==> config.mk <==
export PLATFORM = sky130hd
export DESIGN_NAME = gate_test_sequencer
export DESIGN_NICKNAME = d
export VERILOG_FILES = /design/src/rtl/gate_test_sequencer.sv
export SDC_FILE = /design/constraint.sdc
export NUM_CORES = 1
export LEC_CHECK = 0
export BUFFER_PORTS_ARGS = -buffer_cell sky130_fd_sc_hd__buf_4
export CAP_MARGIN = 5
export CORE_UTILIZATION = 35
export DETAILED_ROUTE_END_ITERATION = 10
export MAX_ROUTING_LAYER = met4
export SYNTH_ARGS = -nofsm -noshare
export SYNTH_HDL_FRONTEND = slang
export SYNTH_SLANG_ARGS = --single-unit
==> constraint.sdc <==
create_clock -name clk -period 2 [get_ports clk]
set_input_delay 0.4 -clock clk [delete_from_list [all_inputs] [get_ports clk]]
set_output_delay 0.4 -clock clk [all_outputs]
set_load 0.05 [all_outputs]
==> src/rtl/gate_test_sequencer.sv <==
// Exhaustive truth-table sequencer for a small combinational gate under test.
// Optional build macro GSEQ_STOP_ON_FAIL_EN ends a run at the first mismatch.
module gate_test_sequencer #(
    parameter int N_IN   = 1,
    parameter int SETTLE = 3
) (
    input  logic                 clk,
    input  logic                 rst_n,
    input  logic                 start,
    input  logic                 abort,
    input  logic [2**N_IN-1:0]   expect_vec,
    input  logic                 gate_out,
    output logic [N_IN-1:0]      gate_in,
    output logic                 busy,
    output logic                 done,
    output logic                 pass,
    output logic [N_IN:0]        fail_count,
    output logic [N_IN-1:0]      first_fail_idx,
    output logic                 first_fail_vld,
    output logic [2**N_IN-1:0]   obs_vec
);

    localparam int NPAT = 2**N_IN;
    localparam int CW   = (SETTLE > 1) ? $clog2(SETTLE) : 1;

    typedef enum logic [1:0] {
        IDLE,
        RUN,
        DONE
    } state_t;

    state_t state;
    state_t state_nxt;

    logic [CW-1:0] cnt;
    logic          sample;
    logic          mismatch;
    logic          last;
    logic          finish;
    logic [N_IN:0] fail_nxt;

    // gate_in doubles as the current pattern index
    assign sample   = (state == RUN) && (cnt == CW'(SETTLE - 1));
    assign mismatch = gate_out != expect_vec[gate_in];
    assign last     = gate_in == N_IN'(NPAT - 1);
    assign fail_nxt = fail_count + (N_IN + 1)'(mismatch);

`ifdef GSEQ_STOP_ON_FAIL_EN
    assign finish = last || mismatch;
`else
    assign finish = last;
`endif

    always_ff @(posedge clk or negedge rst_n) begin
        if (!rst_n) begin
            state <= IDLE;
        end else begin
            state <= state_nxt;
        end
    end

    always_comb begin
        state_nxt = state;
        unique case (state)
            IDLE: begin
                if (start) begin
                    state_nxt = RUN;
                end
            end
            RUN: begin
                if (abort) begin
                    state_nxt = IDLE;
                end else if (sample && finish) begin
                    state_nxt = DONE;
                end
            end
            DONE: state_nxt = IDLE;
            default: state_nxt = IDLE;
        endcase
    end

    always_comb begin
        busy = (state == RUN);
        done = (state == DONE);
    end

    always_ff @(posedge clk or negedge rst_n) begin
        if (!rst_n) begin
            gate_in        <= '0;
            cnt            <= '0;
            pass           <= 1'b0;
            fail_count     <= '0;
            first_fail_idx <= '0;
            first_fail_vld <= 1'b0;
            obs_vec        <= '0;
        end else begin
            unique case (state)
                IDLE: begin
                    if (start) begin
                        gate_in        <= '0;
                        cnt            <= '0;
                        pass           <= 1'b0;
                        fail_count     <= '0;
                        first_fail_idx <= '0;
                        first_fail_vld <= 1'b0;
                        obs_vec        <= '0;
                    end
                end
                RUN: begin
                    if (abort) begin
                        gate_in <= '0;
                    end else if (sample) begin
                        obs_vec[gate_in] <= gate_out;
                        fail_count       <= fail_nxt;
                        if (mismatch && !first_fail_vld) begin
                            first_fail_idx <= gate_in;
                            first_fail_vld <= 1'b1;
                        end
                        if (finish) begin
                            pass <= (fail_nxt == '0);
                        end else begin
                            gate_in <= gate_in + 1'b1;
                            cnt     <= '0;
                        end
                    end else begin
                        cnt <= cnt + 1'b1;
                    end
                end
                default: begin
                end
            endcase
        end
    end

endmodule

==> Yosys cells after proc, flatten, opt, wreduce, memory -nomap -nowiden <==
Cells that the tools add are included.
{ "word_totals": {"input_bits": 7, "output_inout_bits": 10, "reg_bits": 12, "word_cells": 76} }
{ "classes": {"n_mux": 37, "reduce_logical": 14, "n_lt_le_gt_ge": 2, "eq_ne": 12, "addsub": 3} }
{ "ops": {"columns": ["op", "count"], "rows": [
  ["2-bit 2-to-1 mux", 11],
  ["1-bit 2-to-1 mux", 16],
  ["2-bit case mux with 2 select lines", 4],
  ["5-bit AND reduction", 2],
  ["1-bit case mux with 2 select lines", 4],
  ["4-bit AND reduction", 2],
  ["2-bit inequality test, second input constant", 3],
  ["3-bit by 2-bit inequality test with 1-bit output, second input constant", 2],
  ["2-bit == test, second input constant", 2],
  ["1-bit logical AND", 4],
  ["2-bit logical NOT", 2],
  ["2-bit by 1-bit inequality test with 1-bit output, second input constant", 2],
  ["3-bit inequality test, second input constant", 1],
  ["3-bit AND reduction", 1],
  ["2-bit by 1-bit adder with 2-bit output", 1],
  ["2-bit by 1-bit adder with 2-bit output, second input constant", 1],
  ["2-bit bitwise mux", 1],
  ["2-bit by 1-bit == test with 1-bit output, second input constant", 1],
  ["1-bit by 2-bit < comparator with 1-bit output, second input constant", 1],
  ["2-bit AND reduction", 1],
  ["2-bit nonzero test", 1],
  ["1-bit adder, second input constant", 1],
  ["1-bit demux with 1-bit select", 1],
  ["1-bit >= comparator, second input constant", 1],
  ["2 further kinds", 2]
]} }

==> Longest topological paths before layout <==
Gate-level depths: netlist of the first run.
{ "logic_depth": {"word_depth": 9, "ltp_mapped": 7, "mapped_depth_nobuf": 6} }

==> Least setup slack after synthesis of the first run <==
No wires, ideal clock.
{ "synth_timing": {"path_type": "register -> register", "startpoint": "reg gate_in", "endpoint": "reg pass", "setup_time_ps": 125, "t_arrival_ps": 1856, "n_path_buf": 1, "path_stages_with_launch": 8, "t_required_ps": 1875, "setup_slack_ps": 19, "synth_period_minus_slack_ps": 1981, "cell_sequence": "dfrtp_1 > buf_6 > mux2i_4 > xnor2_1 > ha_1 > xor2_1 > nor3_1 > mux2_2"} }
{ "synth_between": {"elab_chain_len": 9, "word_cells_on_any_way": 11, "classes_between": "add/sub: 1; eq/ne: 2; mux: 6; reduce/logical: 2"} }
{ "synth_lines": {"columns": ["element", "line_no", "source"], "rows": [
  ["start, declared", "13", "output logic [N_IN-1:0] gate_in,"],
  ["start signal, assigned", "122", "gate_in <= gate_in + 1'b1;"],
  ["1-bit 2-to-1 mux (implied by the code) (2 in series)", "44", "assign mismatch = gate_out != expect_vec[gate_in];"],
  ["1-bit inequality test", "44", null],
  ["2-bit by 1-bit adder with 2-bit output", "46", "assign fail_nxt = fail_count + (N_IN + 1)'(mismatch);"],
  ["2-bit logical NOT", "120", "pass <= (fail_nxt == '0);"],
  ["1-bit 2-to-1 mux", "119", "if (finish) begin"],
  ["1-bit 2-to-1 mux", "112", "end else if (sample) begin"],
  ["1-bit 2-to-1 mux", "110", "if (abort) begin"],
  ["1-bit case mux with 2 select lines", "97", "unique case (state)"],
  ["end signal, assigned", "120", null],
  ["end, declared", "16", "output logic pass,"]
]} }
Several ways; a longest one is shown, not always the timed one. The select of a mux whose other input is x is not followed.
A chain may end at the register's enable or synchronous reset.

==> Final worst setup path of the first run <==
{ "layout_timing": {"startpoint": "reg state[0]", "endpoint": "out busy"} }
{ "layout_between": {"elab_chain_len": 1} }
{ "layout_lines": {"columns": ["element", "line_no", "source"], "rows": [
  ["start, declared", "32", "state_t state;"],
  ["start signal, assigned", "58", "state <= state_nxt;"],
  ["2-bit by 1-bit == test with 1-bit output", "83", "busy = (state == RUN);"],
  ["end, declared", "14", "output logic busy,"]
]} }
No other way between the ends.

==> results.json, run 1 <==
{
  "dr_total_vias": 540,
  "start_util_pct": 38.9,
  "cts_sinks": 12,
  "synth_area_sq_um": 701,
  "post_dp_cell_area_sq_um": 837,
  "gp_congestion": 0.748,
  "worstRegToRegCells": 6,
  "crit_buf_inv": 2,
  "r2r-end": "pass",
  "cts-root-buf": "clkbuf_4",
  "worstPathCellList": "nand2b_4 -> inv_2 -> buf_4",
  "period_needed_ps": 1740,
  "synth_top_area_share_pct": 42.9,
  "core-area_sq_mm": 0.00180,
  "synth_area_leaders": "dfrtp_1 43%, a21oi_1 3.6%, buf_6 3.2%",
  "place_inst": 108,
  "irDropWorstVdd_uv": 844,
  "yosysWarnings": 0,
  "syn_to_final_growth_pct": 26.1,
  "grt_pass1_vias": 514,
  "cp-endpoint": "busy",
  "outcome": "completed",
  "drcViolationCount": 0,
  "drv_cap": 0,
  "grt_use_total_pct": 16.2,
  "worstHoldPathCells": 2,
  "path_max_fanout": 10,
  "synth_cells": 68,
  "max_slew.worst_pin.slew_ps": 384,
  "cts_inserted_buffers": 3,
  "synth_edf_count": 0,
  "clock_latency_ps": 280,
  "p_total_mw": 1.39,
  "grt_start_max_net_pins": 13,
  "routedWlPerCell_microns": 12.0,
  "async_reset_ff_share_pct": 100,
  "io_pins": 17,
  "path_delay_family": "flip-flops",
  "ys_top_cells_by_count": "12 x dfrtp_1, 6 x inv_1, 5 x a21oi_1, 5 x nand2_1, 4 x nor2_1",
  "worstSetupEndpointType": "output pin",
  "die_h_microns": 46.7,
  "fmax_ghz": 0.576,
  "grt_first_pass_wirelength_microns": 2310,
  "skew_ps": 7.91,
  "crit_type": "reg2out",
  "grt.overflow.total": 0,
  "required_ps": 1600,
  "clkSlewWorstSetupHoldPaths_ps": 90,
  "r2r_slack_ps": 320,
  "drt_wl_total_microns": 1350,
  "port_buffers": 16,
  "syn_nets": 76,
  "startpoint_type": "register",
  "cts.repair.resized": 0,
  "synthDistinctLibCells": 34,
  "htree_levels": 1,
  "slowest_stage": "dfrtp_1",
  "fin_hold_ws_ps": 342,
  "dieWidth_microns": 46.7,
  "antenna_found_initial": 0,
  "fin_ws_ps": 264,
  "setup_tns_ps": 0,
  "fin_nets": 97,
  "slew_viol_final": 0,
  "fin_util_pct": 49.0,
  "rsz0062_at_grt": "no",
  "setup_violations": 0,
  "diodes": 0,
  "synth.largest_area_cell": "dfrtp_1",
  "fin_area_sq_um": 883,
  "firstDrtPassIters": 2,
  "dp_worst_setup_slack_ps": 324,
  "power_density_mw_per_mm2": 1580,
  "hold_viol_final": 0,
  "r2r_start": "gate_in",
  "synth_seq_area_share_pct": 42.9,
  "stdcell_count": 113,
  "critPathMaxStageDelay_ps": 550,
  "viasPerCell": 4.78,
  "cp.depth": 3,
  "std_cell_rows": 15,
  "leakage_nw": 0.427,
  "ant_nets": 0,
  "yosysMostFrequentCell": "dfrtp_1",
  "synth_seq_cells": 12,
  "slew_headroom_pct": 74.3,
  "synthFlopType": "dfrtp_1",
  "drt_iter0_markers": 3,
  "clockBufferDepth": 2,
  "crit_start": "state[0]",
  "crit_arrival_ps": 1340,
  "layout-drive-gt1-share_pct": 36.4,
  "dp_hpwl_microns": 995,
  "hold_path_class": "in2reg",
  "cts_tree": "yes",
  "dieArea_sq_mm": 0.00218,
  "final.period_utilization_pct": 86.8,
  "syn_area_per_cell_sq_um": 10.3
}
state kept, by name, indices dropped and copies added, names as in the netlist:
name            count
cnt                 2
fail_count          2
first_fail_idx      1
first_fail_vld      1
gate_in             1
obs_vec             2
pass                1
state               2
repair_timing:
action,CTS,global route
hold buffers,1,0
endpoints found under the hold margin,12,0
setup buffers,0,0
metal layers:
| layer | part of all wire, % | routed length [microns] | GRT usage (%) | up-vias |
|---|---|---|---|---|
| met1 | 51 | 695 | 20.6 | 246 |
| met5 | 0 | 0 | - | - |
| met2 | 42 | 563 | 24.2 | 14 |
| li1 | - | - | - | 276 |
| met3 | 4.9 | 66 | 2.31 | 4 |
| met4 | 2.1 | 28 | 10.3 | 0 |
cells by family after synthesis:
| group | Yosys count | synth area share (%) |
|---|---|---|
| AND/OR/NAND/NOR | 22 | 19.1 |
| AO/OA/AOI/OAI | 18 | 18.9 |
| flip-flops | 12 | 42.9 |
| buffers and inverters | 9 | 6.96 |
| multiplexers | 4 | 7.86 |
| XOR/XNOR | 2 | 2.50 |
| adder cells (fa/ha/maj) | 1 | 1.79 |
worst min-delay path by stage:
stage | startpoint | end | slack [ps]
floorplan | rst_n | cnt[0] | 100
global placement | rst_n | obs_vec[0] | 250
detailed placement | rst_n | obs_vec[0] | 250
CTS | abort | gate_in | 340
global route | abort | gate_in | 350
finish | abort | gate_in | 340
worst reg2reg max path: stages, from the launching register on:
cell	delay, ps
dfrtp_1	410
mux2i_4	270
xnor2_1	170
ha_1	240
xor2_1	160
nor3_1	60
mux2_2	260
cells in the final DEF, fill, tap and decap left out, drive strengths merged, types with 2 or more instances in the layout:
| cell type | instances |
|---|---|
| buf | 17 |
| dfrtp | 12 |
| inv | 7 |
| nand2 | 5 |
| a21oi | 5 |
| nor2 | 4 |
| o21ai | 4 |
| clkbuf | 4 |
| nor2b | 3 |
| nor3 | 2 |
| mux2 | 2 |
| or3 | 2 |
| nand2b | 2 |
| mux2i | 2 |
| o21bai | 2 |
| a211oi | 2 |
power breakdown:
part	total (mW)	switching, mW	leakage [nW]	internal, mW
Clock	0.201	0.0901	0.0210	0.111
Sequential	0.425	0.0935	0.158	0.332
Combinational	0.766	0.482	0.247	0.284
layout make-up:
cell class / instances / area (sq um)
fillers: 177 / 918
well taps: 25 / 31.3
repair buffers: 18 / 138
multi-input cells: 47 / 352
clock buffers: 4 / 36.3
flip-flops and latches: 12 / 300
inverters: 7 / 26.3
Note: power is estimated with default switching activity, not from simulation.
==> inputs of run 2 (changes only) <==
--- a/config.mk
+++ b/config.mk
@@ -7,9 +7,11 @@
 export LEC_CHECK = 0
 export BUFFER_PORTS_ARGS = -buffer_cell sky130_fd_sc_hd__buf_4
 export CAP_MARGIN = 5
-export CORE_UTILIZATION = 35
+export CORE_UTILIZATION = 30
 export DETAILED_ROUTE_END_ITERATION = 10
 export MAX_ROUTING_LAYER = met4
+export PLACE_DENSITY = 0.53
+export SKIP_LAST_GASP = 1
 export SYNTH_ARGS = -nofsm -noshare
 export SYNTH_HDL_FRONTEND = slang
 export SYNTH_SLANG_ARGS = --single-unit
==> results.json, run 2 (synthesis gave the netlist of run 1 again) <==
{
  "drcViolationCount": 0,
  "grt_start_max_net_pins": 13,
  "post_cts.repair.setup_buffers": 0,
  "setup_violations": 0,
  "final.period_utilization_pct": 86.7,
  "clock_latency_ps": 270,
  "slew_viol_final": 0,
  "startpoint_type": "register",
  "cts_sinks": 12,
  "die_h_microns": 50.3,
  "multi_input_area_sq_um": 352,
  "clkSlewWorstSetupHoldPaths_ps": 80,
  "seqPwrFrac_pct": 31.6,
  "port_buffers": 16,
  "dr_total_vias": 547,
  "ant_nets": 0,
  "start_util_pct": 31.7,
  "combinationalPowerShare_pct": 57.3,
  "htree_levels": 1,
  "irDropWorstVdd_uv": 687,
  "worstHoldPathCells": 2,
  "final_cell_mix": "17 x buf_4, 12 x dfrtp_1, 6 x inv_1",
  "core-area_sq_mm": 0.00221,
  "final_common_cell": "buf_4",
  "routedWlPerCell_microns": 12.5,
  "grt_first_pass_wirelength_microns": 2470,
  "slew_headroom_pct": 74.5,
  "io_pins": 17,
  "required_ps": 1600,
  "min-delay-start": "abort",
  "dieWidth_microns": 50.3,
  "layout-drive-gt1-share_pct": 35.6,
  "worst_hold_path.endpoint": "gate_in",
  "cts_hold_buf": 1,
  "r2r-end": "pass",
  "worstSetupEndpointType": "output pin",
  "outcome": "completed",
  "crit_arrival_ps": 1330,
  "grt_pass1_vias": 528,
  "nFillCells": 238,
  "r2r_slack_ps": 310,
  "dp_hpwl_microns": 1080,
  "dieArea_sq_mm": 0.00253,
  "hold_path_class": "in2reg",
  "setup_tns_ps": 0,
  "antenna_found_initial": 0,
  "period_needed_ps": 1730,
  "cts_tree": "yes",
  "cts-root-buf": "clkbuf_4",
  "fin_area_sq_um": 873,
  "skew_ps": 0.847,
  "r2r_start": "gate_in",
  "fin_nets": 97,
  "drt_wl_total_microns": 1440,
  "power_frac_clock_pct": 11.1,
  "diodes": 0,
  "worstRegToRegCells": 6,
  "viasPerCell": 4.76,
  "hold_viol_final": 0,
  "crit_type": "reg2out",
  "cts_inserted_buffers": 3,
  "grt.overflow.total": 0,
  "seq_area_sq_um": 300,
  "cts.repair.resized": 0,
  "rsz0062_at_grt": "no",
  "syn_to_final_growth_pct": 24.6,
  "clockBufferDepth": 2,
  "power_density_mw_per_mm2": 1550,
  "std_cell_rows": 17,
  "post_dp_cell_area_sq_um": 841,
  "gp_congestion": 0.749,
  "drt_iter0_markers": 6,
  "max_slew.worst_pin.slew_ps": 382,
  "switching_power_mw": 0.663,
  "drv_cap": 0,
  "leakage_nw": 0.420,
  "grt_use_total_pct": 13.9,
  "firstDrtPassIters": 3,
  "p_sw_share_pct": 49.1,
  "p_int_mw": 0.687,
  "fmax_ghz": 0.577,
  "path_max_fanout": 10
}
run 2: cell count changes in the layout (fill, tap and decap cells not counted), sizes merged:
cell / change
clkbuf: -1
run 2: cell type report:
cell class              count  area share, %
multi-input cells          47           40.3
flip-flops and latches     12           34.4
repair buffers             18           15.8
well taps                  28           4.01
inverters                   7           3.01
clock buffers               3           2.58
run 2: through the flow:
| step | power, mW | instances | utilization (%) | setup WS (ps) | hold WS, ps |
|---|---|---|---|---|---|
| 3_3_place_gp | 1.20 | 111 | 38.0 | 339 | 254 |
| 3_5_place_dp | 1.21 | 111 | 38.0 | 289 | 257 |
| 6_report | 1.35 | 115 | 39.5 | 266 | 331 |
| 2_1_floorplan | 1.02 | 68 | - | 18.9 | 104 |
| 4_1_cts | 1.37 | 115 | 39.5 | 256 | 320 |
| 5_1_grt | 1.44 | 115 | 39.5 | 182 | 324 |
run 2: worst max path at each step:
stage / startpoint / depth (start not counted) / end / slack (ps)
after CTS: state[0] / 3 / busy / 260
after detailed placement: expect_vec[0] / 7 / pass / 290
final: state[0] / 3 / busy / 270
after floorplan: gate_in / 7 / pass / 20
after global routing: gate_in / 6 / pass / 180
after global placement: expect_vec[0] / 7 / pass / 340
run 2: power groups by stage:
stage | Clock (mW) | Combinational (mW) | Sequential [mW]
4_1_cts | 0.161 | 0.781 | 0.427
3_5_place_dp | 0 | 0.778 | 0.431
3_3_place_gp | 0 | 0.769 | 0.430
5_1_grt | 0.165 | 0.831 | 0.441
6_report | 0.150 | 0.773 | 0.426
2_1_floorplan | 0 | 0.400 | 0.615
run 2: worst max-delay path, cell delays in order, from the launching register on:
cell and delay (ps):
dfrtp_1 550, nand2b_4 120, inv_2 160, buf_4 230
run 2: layer usage:
layer | routed length, microns | track usage, %
met1 | 677 | 17.9
met2 | 697 | 20.0
met3 | 47 | 2.12
met4 | 16 | 9.72
met5 | 0 | -
==> inputs of run 3 (changes only) <==
--- a/config.mk
+++ b/config.mk
@@ -6,7 +6,8 @@
 export NUM_CORES = 1
 export LEC_CHECK = 0
 export BUFFER_PORTS_ARGS = -buffer_cell sky130_fd_sc_hd__buf_4
-export CAP_MARGIN = 5
+export CAP_MARGIN = 25
+export CORE_ASPECT_RATIO = 1.1
 export CORE_UTILIZATION = 30
 export DETAILED_ROUTE_END_ITERATION = 10
 export MAX_ROUTING_LAYER = met4
==> results.json, run 3 (synthesis gave the netlist of run 1 again) <==
{
  "outcome": "completed",
  "drcViolationCount": 0,
  "cts_inserted_buffers": 3,
  "std_cell_rows": 18,
  "stdcell_count": 117,
  "required_ps": 1600,
  "routedWlPerCell_microns": 11.7,
  "leakage_nw": 0.420,
  "fmax_ghz": 0.582,
  "multi_input_area_sq_um": 352,
  "slew_viol_final": 0,
  "fin_ws_ps": 281,
  "cts.repair.resized": 0,
  "cts-root-buf": "clkbuf_4",
  "crit_type": "reg2out",
  "cp-endpoint": "busy",
  "io_pins": 17,
  "die_h_microns": 52.7,
  "nFillCells": 216,
  "ant_nets": 0,
  "core-area_sq_mm": 0.00223,
  "grt_use_total_pct": 12.9,
  "drt_wl_total_microns": 1370,
  "startpoint_type": "register",
  "place_inst": 113,
  "drv_cap": 0,
  "setup_tns_ps": 0,
  "irDropWorstVdd_uv": 883,
  "r2r-end": "pass",
  "fin_nets": 97,
  "hold_path_class": "in2reg",
  "dieArea_sq_mm": 0.00253,
  "final_common_cell": "buf_4",
  "syn_to_final_growth_pct": 25.0,
  "final_cell_mix": "17 x buf_4, 12 x dfrtp_1, 6 x inv_1",
  "max_slew.worst_pin.slew_ps": 357,
  "dp_worst_setup_slack_ps": 312,
  "viasPerCell": 4.66,
  "seq_area_sq_um": 300,
  "period_needed_ps": 1720,
  "r2r_start": "gate_in",
  "clockBufferDepth": 2,
  "grt_start_max_net_pins": 13,
  "worstPathCellList": "nand2b_4 -> inv_2 -> buf_4",
  "grt_first_pass_wirelength_microns": 2190,
  "grt_pass1_vias": 465,
  "dieWidth_microns": 48.1,
  "dr_total_vias": 545,
  "clkSlewWorstSetupHoldPaths_ps": 70,
  "port_buffers": 16,
  "crit_start": "state[0]",
  "worstRegToRegCells": 6,
  "hold_viol_final": 0,
  "final.period_utilization_pct": 85.9,
  "cts_tree": "yes",
  "gp_congestion": 0.734,
  "skew_ps": 3.47,
  "antenna_found_initial": 0,
  "slowest_stage": "dfrtp_1",
  "setup_violations": 0,
  "fin_hold_ws_ps": 348,
  "htree_levels": 1,
  "rsz0062_at_grt": "no",
  "grt.overflow.total": 0,
  "drt_iter0_markers": 11,
  "firstDrtPassIters": 4,
  "cts_sinks": 12,
  "path_max_fanout": 10,
  "crit_arrival_ps": 1320,
  "dp_hpwl_microns": 1030,
  "worstSetupEndpointType": "output pin",
  "layout-drive-gt1-share_pct": 35.6,
  "slew_headroom_pct": 76.2,
  "cts_hold_buf": 1,
  "start_util_pct": 31.4,
  "r2r_slack_ps": 320,
  "post_cts.repair.setup_buffers": 0,
  "power_density_mw_per_mm2": 1530,
  "clock_latency_ps": 270,
  "diodes": 0,
  "critPathMaxStageDelay_ps": 550
}
-- run 3: cell counts in the layout (fill, tap and decap cells not counted) --
Identical to the previous run, type by type.
-- run 3: stage by stage --
stage | utilization (%) | power, mW | area, sq um
finish | 39.3 | 1.34 | 876
global placement | 37.8 | 1.20 | 843
CTS | 39.3 | 1.36 | 876
detailed placement | 37.8 | 1.20 | 843
global route | 39.3 | 1.43 | 876
floorplan | - | 1.02 | 701
-- run 3: how the worst min path moves through the flow --
stage | endpoint | from | cells past startpoint | slack (ps)
3_3_place_gp | first_fail_idx | rst_n | 1 | 250
5_1_grt | gate_in | abort | 2 | 350
3_5_place_dp | fail_count[0] | rst_n | 1 | 250
6_report | gate_in | abort | 2 | 350
4_1_cts | gate_in | abort | 2 | 340
2_1_floorplan | cnt[0] | rst_n | 0 | 100
-- run 3: routing by layer --
| layer | part of all wire (%) | global-route usage [%] | vias to the layer above |
|---|---|---|---|
| met3 | 3.8 | 2.07 | 0 |
| met1 | 51 | 20.0 | 254 |
| met4 | 0 | 5.56 | 0 |
| li1 | - | - | 279 |
| met5 | 0 | - | - |
| met2 | 45 | 16.0 | 12 |
-- run 3: power by group --
part	switching, mW	leakage [nW]	internal (mW)
sequential	0.0932	0.158	0.332
clock	0.0753	0.0138	0.0696
combinational	0.482	0.247	0.284
total	0.651	0.420	0.685
-- run 3: worst max-delay path, delay by kind of cell, from the launching register on --
family	cells	cell delay [ps]
flops	1	550
buf+inv	2	390
simple gates	1	120
-- run 3: layout make-up --
cell class	instances	share of cell area [%]
multi-input cells	47	40.1
inverters	7	3.00
clock buffers	3	2.57
well taps	30	4.29
flip-flops and latches	12	34.3
repair buffers	18	15.7
